`config.mk`:
```
export PLATFORM = sky130hd
export DESIGN_NAME = return_address_stack_ckpt
export DESIGN_NICKNAME = d
export VERILOG_FILES = /design/src/rtl/return_address_stack_ckpt.sv
export SDC_FILE = /design/constraint.sdc
export NUM_CORES = 1
export LEC_CHECK = 0
export BUFFER_PORTS_ARGS = -buffer_cell sky130_fd_sc_hd__buf_2
export CORE_ASPECT_RATIO = 0.5
export CORE_UTILIZATION = 45
export CTS_BUF_LIST = sky130_fd_sc_hd__clkbuf_8 sky130_fd_sc_hd__clkbuf_16
export DETAILED_ROUTE_END_ITERATION = 10
export PLACE_DENSITY = 0.68
export SETUP_SLACK_MARGIN = 0.3
export SKIP_LAST_GASP = 1
export SLEW_MARGIN = 20
export SYNTH_ARGS = -nofsm -noshare
export SYNTH_HDL_FRONTEND = slang
export SYNTH_SLANG_ARGS = --single-unit
```
`constraint.sdc`:
```
create_clock -name clk_in -period 18.1 [get_ports clk_in]
set_input_delay 1.81 -clock clk_in [delete_from_list [all_inputs] [get_ports clk_in]]
set_output_delay 1.81 -clock clk_in [all_outputs]
set_load 0.01 [all_outputs]
```
`src/rtl/return_address_stack_ckpt.sv`:
```
// return_address_stack_ckpt: checkpointable circular return-address stack with RISC-V link hints
module return_address_stack_ckpt #(
  parameter int XLEN  = 64,
  parameter int DEPTH = 16,
  parameter int PTR_W = $clog2(DEPTH)
) (
  input  logic             clk_in,
  input  logic             rst_in,
  input  logic             valid_in,
  input  logic             jal_in,
  input  logic             jalr_in,
  input  logic [4:0]       rd_in,
  input  logic [4:0]       rs1_in,
  input  logic [XLEN-1:0]  link_addr_in,
  input  logic             irq_push_in,
  input  logic [XLEN-1:0]  irq_addr_in,
  input  logic             restore_in,
  input  logic [PTR_W-1:0] restore_ptr_in,
  input  logic [PTR_W:0]   restore_count_in,
  input  logic [XLEN-1:0]  restore_top_in,
  output logic [PTR_W-1:0] ckpt_ptr_out,
  output logic [PTR_W:0]   ckpt_count_out,
  output logic [XLEN-1:0]  ckpt_top_out,
  output logic             predict_valid_out,
  output logic [XLEN-1:0]  predict_addr_out,
  output logic             empty_out,
  output logic             full_out
);
  localparam logic [PTR_W:0] FULL_CNT = (PTR_W+1)'(DEPTH);
  logic [XLEN-1:0] mem [DEPTH];
  logic [PTR_W-1:0] tp, tp_inc, tp_dec, waddr;
  logic [PTR_W:0] count, rcount;
  logic [XLEN-1:0] wdata;
  logic link_rd, link_rs1, act, do_push, do_pop, do_pp, we;
  always_comb begin
    link_rd  = rd_in == 5'd1 || rd_in == 5'd5;
    link_rs1 = rs1_in == 5'd1 || rs1_in == 5'd5;
    act      = valid_in && !irq_push_in && !restore_in;
    do_push  = !restore_in && (irq_push_in || act && link_rd &&
               (jal_in || jalr_in && (!link_rs1 || rd_in == rs1_in)));
    do_pop   = act && jalr_in && !link_rd && link_rs1;
    do_pp    = act && jalr_in && link_rd && link_rs1 && rd_in != rs1_in;
    tp_inc   = tp + PTR_W'(1);
    tp_dec   = tp - PTR_W'(1);
    rcount   = restore_count_in > FULL_CNT ? FULL_CNT : restore_count_in;
    we       = restore_in || do_push || do_pp;
    waddr    = restore_in ? restore_ptr_in : do_push ? tp_inc : tp;
    wdata    = restore_in ? restore_top_in : irq_push_in ? irq_addr_in : link_addr_in;
  end
  // storage is deliberately left unreset; count alone decides what is live
  always_ff @(posedge clk_in)
    if (we) mem[waddr] <= wdata;
  always_ff @(posedge clk_in or posedge rst_in)
    if (rst_in) begin
      tp                <= PTR_W'(DEPTH-1);
      count             <= '0;
      predict_valid_out <= 1'b0;
      predict_addr_out  <= '0;
    end else begin
      predict_valid_out <= 1'b0;
      if (restore_in) begin
        tp    <= restore_ptr_in;
        count <= rcount;
      end else if (do_push) begin
        tp    <= tp_inc;
        count <= full_out ? count : count + 1'b1;
      end else if (do_pop) begin
        if (!empty_out) begin
          predict_addr_out  <= mem[tp];
          predict_valid_out <= 1'b1;
          tp                <= tp_dec;
          count             <= count - 1'b1;
        end
      end else if (do_pp) begin
        predict_addr_out  <= mem[tp];
        predict_valid_out <= !empty_out;
        if (empty_out) count <= (PTR_W+1)'(1);
      end
    end
  assign ckpt_ptr_out   = tp;
  assign ckpt_count_out = count;
  assign ckpt_top_out   = mem[tp];
  assign empty_out      = count == '0;
  assign full_out       = count == FULL_CNT;
endmodule

```
==> results of run 1 <==
-- flip-flops by register name, indices dropped and copies added (netlist names) --
name               flops
ckpt_count_out         5
ckpt_ptr_out           4
mem                 1024
predict_addr_out      64
predict_valid_out      1
-- power groups by stage --
stage	clock, mW	sequential (mW)	combinational [mW]
after floorplan	0	3.08	0.756
after global placement	0	3.10	1.18
after detailed placement	0	3.11	1.19
after CTS	2.15	3.05	1.19
after global routing	2.23	3.07	1.25
final	2.11	3.05	1.18
-- worst max-delay path, stage by stage (launching register included) --
cell and delay (ps):
dfstp_4 1000, buf_4 690, buf_12 440, buf_16 440
mux4_2 630, mux4_2 580, buf_2 180
-- final timing paths --
| path | from | endpoint | cells after the start |
|---|---|---|---|
| max in group asynchronous | rst_in | predict_addr_out[32]$_DFFE_PP0P_ | 3 |
| min in group asynchronous | rst_in | predict_addr_out[9]$_DFFE_PP0P_ | 2 |
| worst min-delay path | predict_addr_out[29]$_DFFE_PP0P_ | predict_addr_out[29]$_DFFE_PP0P_ | 1 |
| worst max register to register | ckpt_ptr_out[0]$_DFFE_PP1P_ | mem[14][30]$_DFFE_PP_ | 8 |
| worst max-delay path | ckpt_ptr_out[0]$_DFFE_PP1P_ | ckpt_top_out[0] | 6 |
| worst min register to register | predict_addr_out[29]$_DFFE_PP0P_ | predict_addr_out[29]$_DFFE_PP0P_ | 1 |
-- cell type report --
class,count,share of cell area [%]
clock inverter,68,1.25
timing repair buffer,441,4.97
inverter,10,0.0842
multi-input combinational,713,20.8
sequential,1098,64.5
tap,1271,3.15
clock buffer,111,5.25
-- layer usage --
metal	part of all wire, %	vias to the layer above
met5	0.013	-
met4	2.1	2
met3	6.7	130
met2	48	690
met1	43	11600
li1	-	9005
-- cell families (layout without fill, tap and decap cells) --
group	Yosys count	in the layout	share of synthesized area [%]
AOI/OAI and AO/OA	113	113	1.67
xor gates and xnor gates	10	10	0.202
DFF	1098	1098	75.1
adders and majority gates	4	4	0.115
muxes	451	451	20.3
and+or+nand+nor	135	135	1.43
buffers and inverters	119	630	1.15
-- synth_stat cells (3+ instances only) --
master    number  area share, %
a21oi_1        4          0.046
nand3_1        5          0.058
xor2_1         8           0.16
inv_1         10          0.086
mux2_4        60            2.1
mux4_2       319             17
buf_2          4          0.046
dfrtp_1       70            4.0
o31ai_1        3          0.052
nor2_1        29           0.25
edfxtp_1    1024             71
nand2b_1       3          0.043
ha_1           4           0.12
o21ai_0       70           0.81
nor3_1         6          0.069
mux2_2         5           0.13
buf_1         29           0.25
mux2i_1       67            1.5
nand2_1       79           0.68
buf_6          6           0.16
dfstp_2        4           0.24
clkbuf_1      69           0.60
==> metrics.md, run 1 <==
| Metric | Value |
|---|---|
| Initial DRC Count | 2138 |
| H-tree depth | 3 |
| Setup TNS Final | 0 ps |
| Setup violators final | 0 |
| Row count | 80 |
| Register bit total from synthesis | 1098 |
| # port buffers | 357 |
| Post-CTS Setup Inserts | 0 |
| PD cells | 126 nW/um^2 |
| CTS tree | built |
| Int Power | 4.72 mW |
| Number of remaining DRC errors | 0 |
| Final Non-Filler Cells | 3712 |
| Die ar. | 97800 um^2 |
| Worst setup slack after layout | 11520 ps |
| CP Class | flop to primary output |
| Setup slack, reg-to-reg | 12900 ps |
| CP Max Fanout | 69 |
| First-pass iteration count of the detailed router | 7 |
| Final Max Slew Viols | 0 |
| Placed Cells | 3531 |
| Critical Path Start Type | flop |
| Gp weighted congestion | 0.802 |
| Mapped Avg Cell Area | 22.5 um^2 |
| Final worst-path cycle share | 36.4% |
| NumNets Final | 2583 |
| Layer with the highest usage | met2 |
| Area growth from synthesis to layout | 16.5% |
| Combinational power share | 18.6% |
| Die Width | 441 um |
| Synth Instances | 1930 |
| FILL cells | 7229 |
| Post-CTS Resized | 0 |
| Overflow after GRT | 0 |
| Fin. Hold Viols | 0 |
| Worst-Margin Slew | 1130 ps |
| Commonest non-fill, non-tap cell in the layout | edfxtp_1 |
| Number of max-cap violations | 0 |
| Clock power share | 33.3% |
| Worst skew pair latency | 660 ps |
| Hold buffer count at cts | 0 |
| CP Capture Type | primary output |
| Minimum clock period | 6580 ps |
| Diode count | 0 |
| P_sw | 1.62 mW |
| Register area | 32600 um^2 |
| GRT met3 Usage | 4.10% |
| Largest net degree at the start of global routing | 122 |
| Yosys cell types | 58 |
| Grt met2 use | 32.4% |
| DP Worst Slack | 11740 ps |
| Maximum vdd drop | 0.0905 mV |
| Net Sw Frac | 25.6% |
| Final Skew | 21.9 ps |
| Initial antenna violation count | 2 |
| Met1 global-route usage | 30.2% |
| Share of cells above drive strength 1 | 42.0% |
| Most used DFF post-synth | edfxtp_1 |
| Synth Warn # | 0 |
| Worst EP required | 16290 ps |
| Dpl cell area | 47100 um^2 |
| Placeable Area | 95400 um^2 |
| Routed wire per std cell | 27.2 um |
| Post-synth net total | 2152 |
| Most frequent cells in the layout | 1024 x edfxtp_1, 355 x buf_2, 319 x mux4_2 |
| Overall routing resource usage | 20.8% |
| Util after Layout | 53.0% |
| Achievable Freq | 152 MHz |
| CTS Sinks | 1098 |
| Io pins | 358 |
| ANT nets after route | 0 |
| Final instance area | 50500 um^2 |
| Ys async rst share | 6.74% |
| DR vias | 21500 |
| Cts bufs inserted | 97 |
| WP data arrival | 4770 ps |
| Post-synth EDFFs | 1024 |
| Clock-pin slew on the worst setup and hold paths | 60 ps |
| Clock Tree Root | clkbuf_16 |
| Relative slew slack | 24.5% |
| Vias in the first global route | 21800 |
| Max Buffers Root-to-Sink | 3 |
| Power Total | 6.35 mW |
| Global-route wire length before repair | 148 mm |
| Status | completed |
| Initial Utilization | 45.5% |
| Final WL | 101 mm |
| Area occupied by multi-input gates | 10500 um^2 |
| Post-synthesis sequential area ratio | 75.1% |
| Post-Syn Area | 43400 um^2 |
| HP Class | flop to flop |
| P_leak | 17.7 nW |
| Sequential power share | 48.1% |
| Die height | 222 um |
| Setup repair after global routing missed its margin | false |
| Worst hold margin | 502 ps |
| Post-DP HPWL | 58.8 mm |
| Detailed-route vias per instance | 5.78 |
No activity file was read; power rests on OpenSTA's default activity.
==> run 2: changes to the inputs <==
Clock period 18.1 ns to 6.3 ns, I/O delays scaled along.
==> metrics.md, run 2 (synthesis results as in run 1) <==
| Metric | Value |
|---|---|
| Number of remaining DRC errors | 0 |
| Gp weighted congestion | 0.790 |
| Die ar. | 97800 um^2 |
| Most frequent CP cell | mux4_2 |
| Setup repair after global routing missed its margin | false |
| DP Worst Slack | 1820 ps |
| Share of cells above drive strength 1 | 41.7% |
| Die Width | 441 um |
| Placeable Area | 95400 um^2 |
| Final WL | 95.5 mm |
| Worst hold margin | 300 ps |
| Largest net degree at the start of global routing | 143 |
| Hold_sp | restore_ptr_in[0] |
| CP Capture Type | primary output |
| Io pins | 358 |
| P_leak | 17.7 nW |
| Most frequent cells in the layout | 1024 x edfxtp_1, 355 x buf_2, 319 x mux4_2 |
| CTS tree | built |
| WP data arrival | 3990 ps |
| Fin. Hold Viols | 0 |
| Worst skew pair latency | 670 ps |
| Buf+Inv Stages, Crit Path | 2 |
| ANT nets after route | 0 |
| DR vias | 21200 |
| Overall routing resource usage | 19.8% |
| Worst-Margin Slew | 1040 ps |
| Post-DP HPWL | 54.5 mm |
| Minimum clock period | 4620 ps |
| Post-CTS Setup Inserts | 0 |
| Initial antenna violation count | 0 |
| Vias in the first global route | 22000 |
| CP Max Fanout | 101 |
| Detailed-route vias per instance | 5.69 |
| Setup TNS Final | 0 ps |
| Largest register FFs | 1024 |
| # port buffers | 357 |
| CTS Sinks | 1098 |
| Max Buffers Root-to-Sink | 3 |
| CP Class | flop to primary output |
| Setup slack, reg-to-reg | 2210 ps |
| Row count | 80 |
| Power Total | 17.9 mW |
| Delay-heaviest family, CP | multiplexers |
| First-pass iteration count of the detailed router | 5 |
| Slowest stage cell on the critical path | dfstp_4 |
| Global-route wire length before repair | 142 mm |
| NumNets Final | 2597 |
| Routed wire per std cell | 25.6 um |
| Worst Hold Depth | 3 |
| Cts bufs inserted | 95 |
| Relative slew slack | 30.1% |
| Clock Tree Root | clkbuf_16 |
| Setup violators final | 0 |
| Achievable Freq | 216 MHz |
| Commonest non-fill, non-tap cell in the layout | edfxtp_1 |
| Area growth from synthesis to layout | 16.3% |
| H-tree depth | 3 |
| Status | completed |
| Reg-to-reg endpoint | mem[6][20]$_DFFE_PP_ |
| Diode count | 0 |
| Maximum vdd drop | 0.213 mV |
| Final Skew | 23.7 ps |
| Worst setup slack after layout | 1680 ps |
| Worst reg-to-reg path cell count | 7 |
| Initial Utilization | 45.5% |
| Crit Reg-Reg Startpoint | ckpt_ptr_out[0]$_DFFE_PP1P_ |
| Clock-pin slew on the worst setup and hold paths | 60 ps |
| Crit path cell chain | buf_12 > mux4_2 > mux4_2 > buf_2 |
| Number of max-cap violations | 0 |
| HP Class | input pin to flop |
| Slowest cell delay on critical path | 1160 ps |
| Final worst-path cycle share | 73.4% |
| PD cells | 354 nW/um^2 |
| Most flop-heavy register | mem |
| Overflow after GRT | 0 |
| Initial DRC Count | 2114 |
| Final Max Slew Viols | 0 |
| Worst Hold End | ckpt_ptr_out[0]$_DFFE_PP1P_ |
| FILL cells | 7245 |
| Util after Layout | 52.9% |
| Worst EP required | 5670 ps |
| Die height | 222 um |
| Critical Path Start Type | flop |
==> run 2: cell count changes in the layout (fill, tap and decap cells not counted), sizes merged <==
| cell | previous run | this run |
|---|---|---|
| buf | 441 | 456 |
| clkbuf | 111 | 102 |
| inv | 26 | 34 |
| bufinv | 12 | 10 |
| clkinvlp | 1 | 3 |
| dlygate4sd3 | 0 | 1 |
==> run 2: report_power, final <==
| part | total (mW) | internal (mW) | switching, mW |
|---|---|---|---|
| combinational | 3.25 | 1.49 | 1.76 |
| clock | 5.86 | 3.29 | 2.57 |
| sequential | 8.78 | 8.58 | 0.202 |
==> run 2: how the worst max path moves through the flow <==
stage,from,to,slack (ps),depth (start not counted)
after global routing,ckpt_ptr_out[0]$_DFFE_PP1P_,ckpt_top_out[19],1460,4
after floorplan,rs1_in[4],mem[0][0]$_DFFE_PP_,480,6
after detailed placement,rs1_in[4],mem[10][16]$_DFFE_PP_,1820,8
final,ckpt_ptr_out[0]$_DFFE_PP1P_,ckpt_top_out[14],1680,4
after CTS,ckpt_ptr_out[0]$_DFFE_PP1P_,ckpt_top_out[14],1560,4
after global placement,rs1_in[4],mem[0][36]$_DFFE_PP_,1840,8
==> run 2: stage by stage <==
stage,std cells,area (um^2)
global placement,3548,47300
CTS,3727,50400
finish,3727,50500
floorplan,1930,43400
global route,3727,50500
detailed placement,3548,47300
==> run 2: worst register-to-register path, cell delays in order, from the launching register on <==
cell	delay, ps
dfstp_4	1160
inv_1	190
ha_1	370
nor2_1	50
a211oi_1	420
nand4_1	480
nor2_4	240
buf_4	740
==> run 2: what timing repair did <==
item                      4_1_cts  5_1_grt
hold buffers                    1        0
hold endpoints to repair       18        0
resized for setup               0        0
==> run 2: cell type report <==
cell class / count / area [um^2] / area share [%]
Sequential cell: 1098 / 32600 / 64.6
Multi-Input combinational cell: 713 / 10500 / 20.7
Timing Repair Buffer: 457 / 2640 / 5.22
Clock buffer: 102 / 2510 / 4.97
Tap cell: 1271 / 1590 / 3.15
Clock inverter: 76 / 629 / 1.25
Inverter: 10 / 42.5 / 0.0843
==> run 2: per-layer routing <==
metal,GRT usage (%),routed length [um],vias to the layer above
li1,-,-,9034
met1,27.8,40400,11500
met2,32.5,48000,600
met3,2.75,4960,134
met4,5.83,2190,0
met5,0,0,-
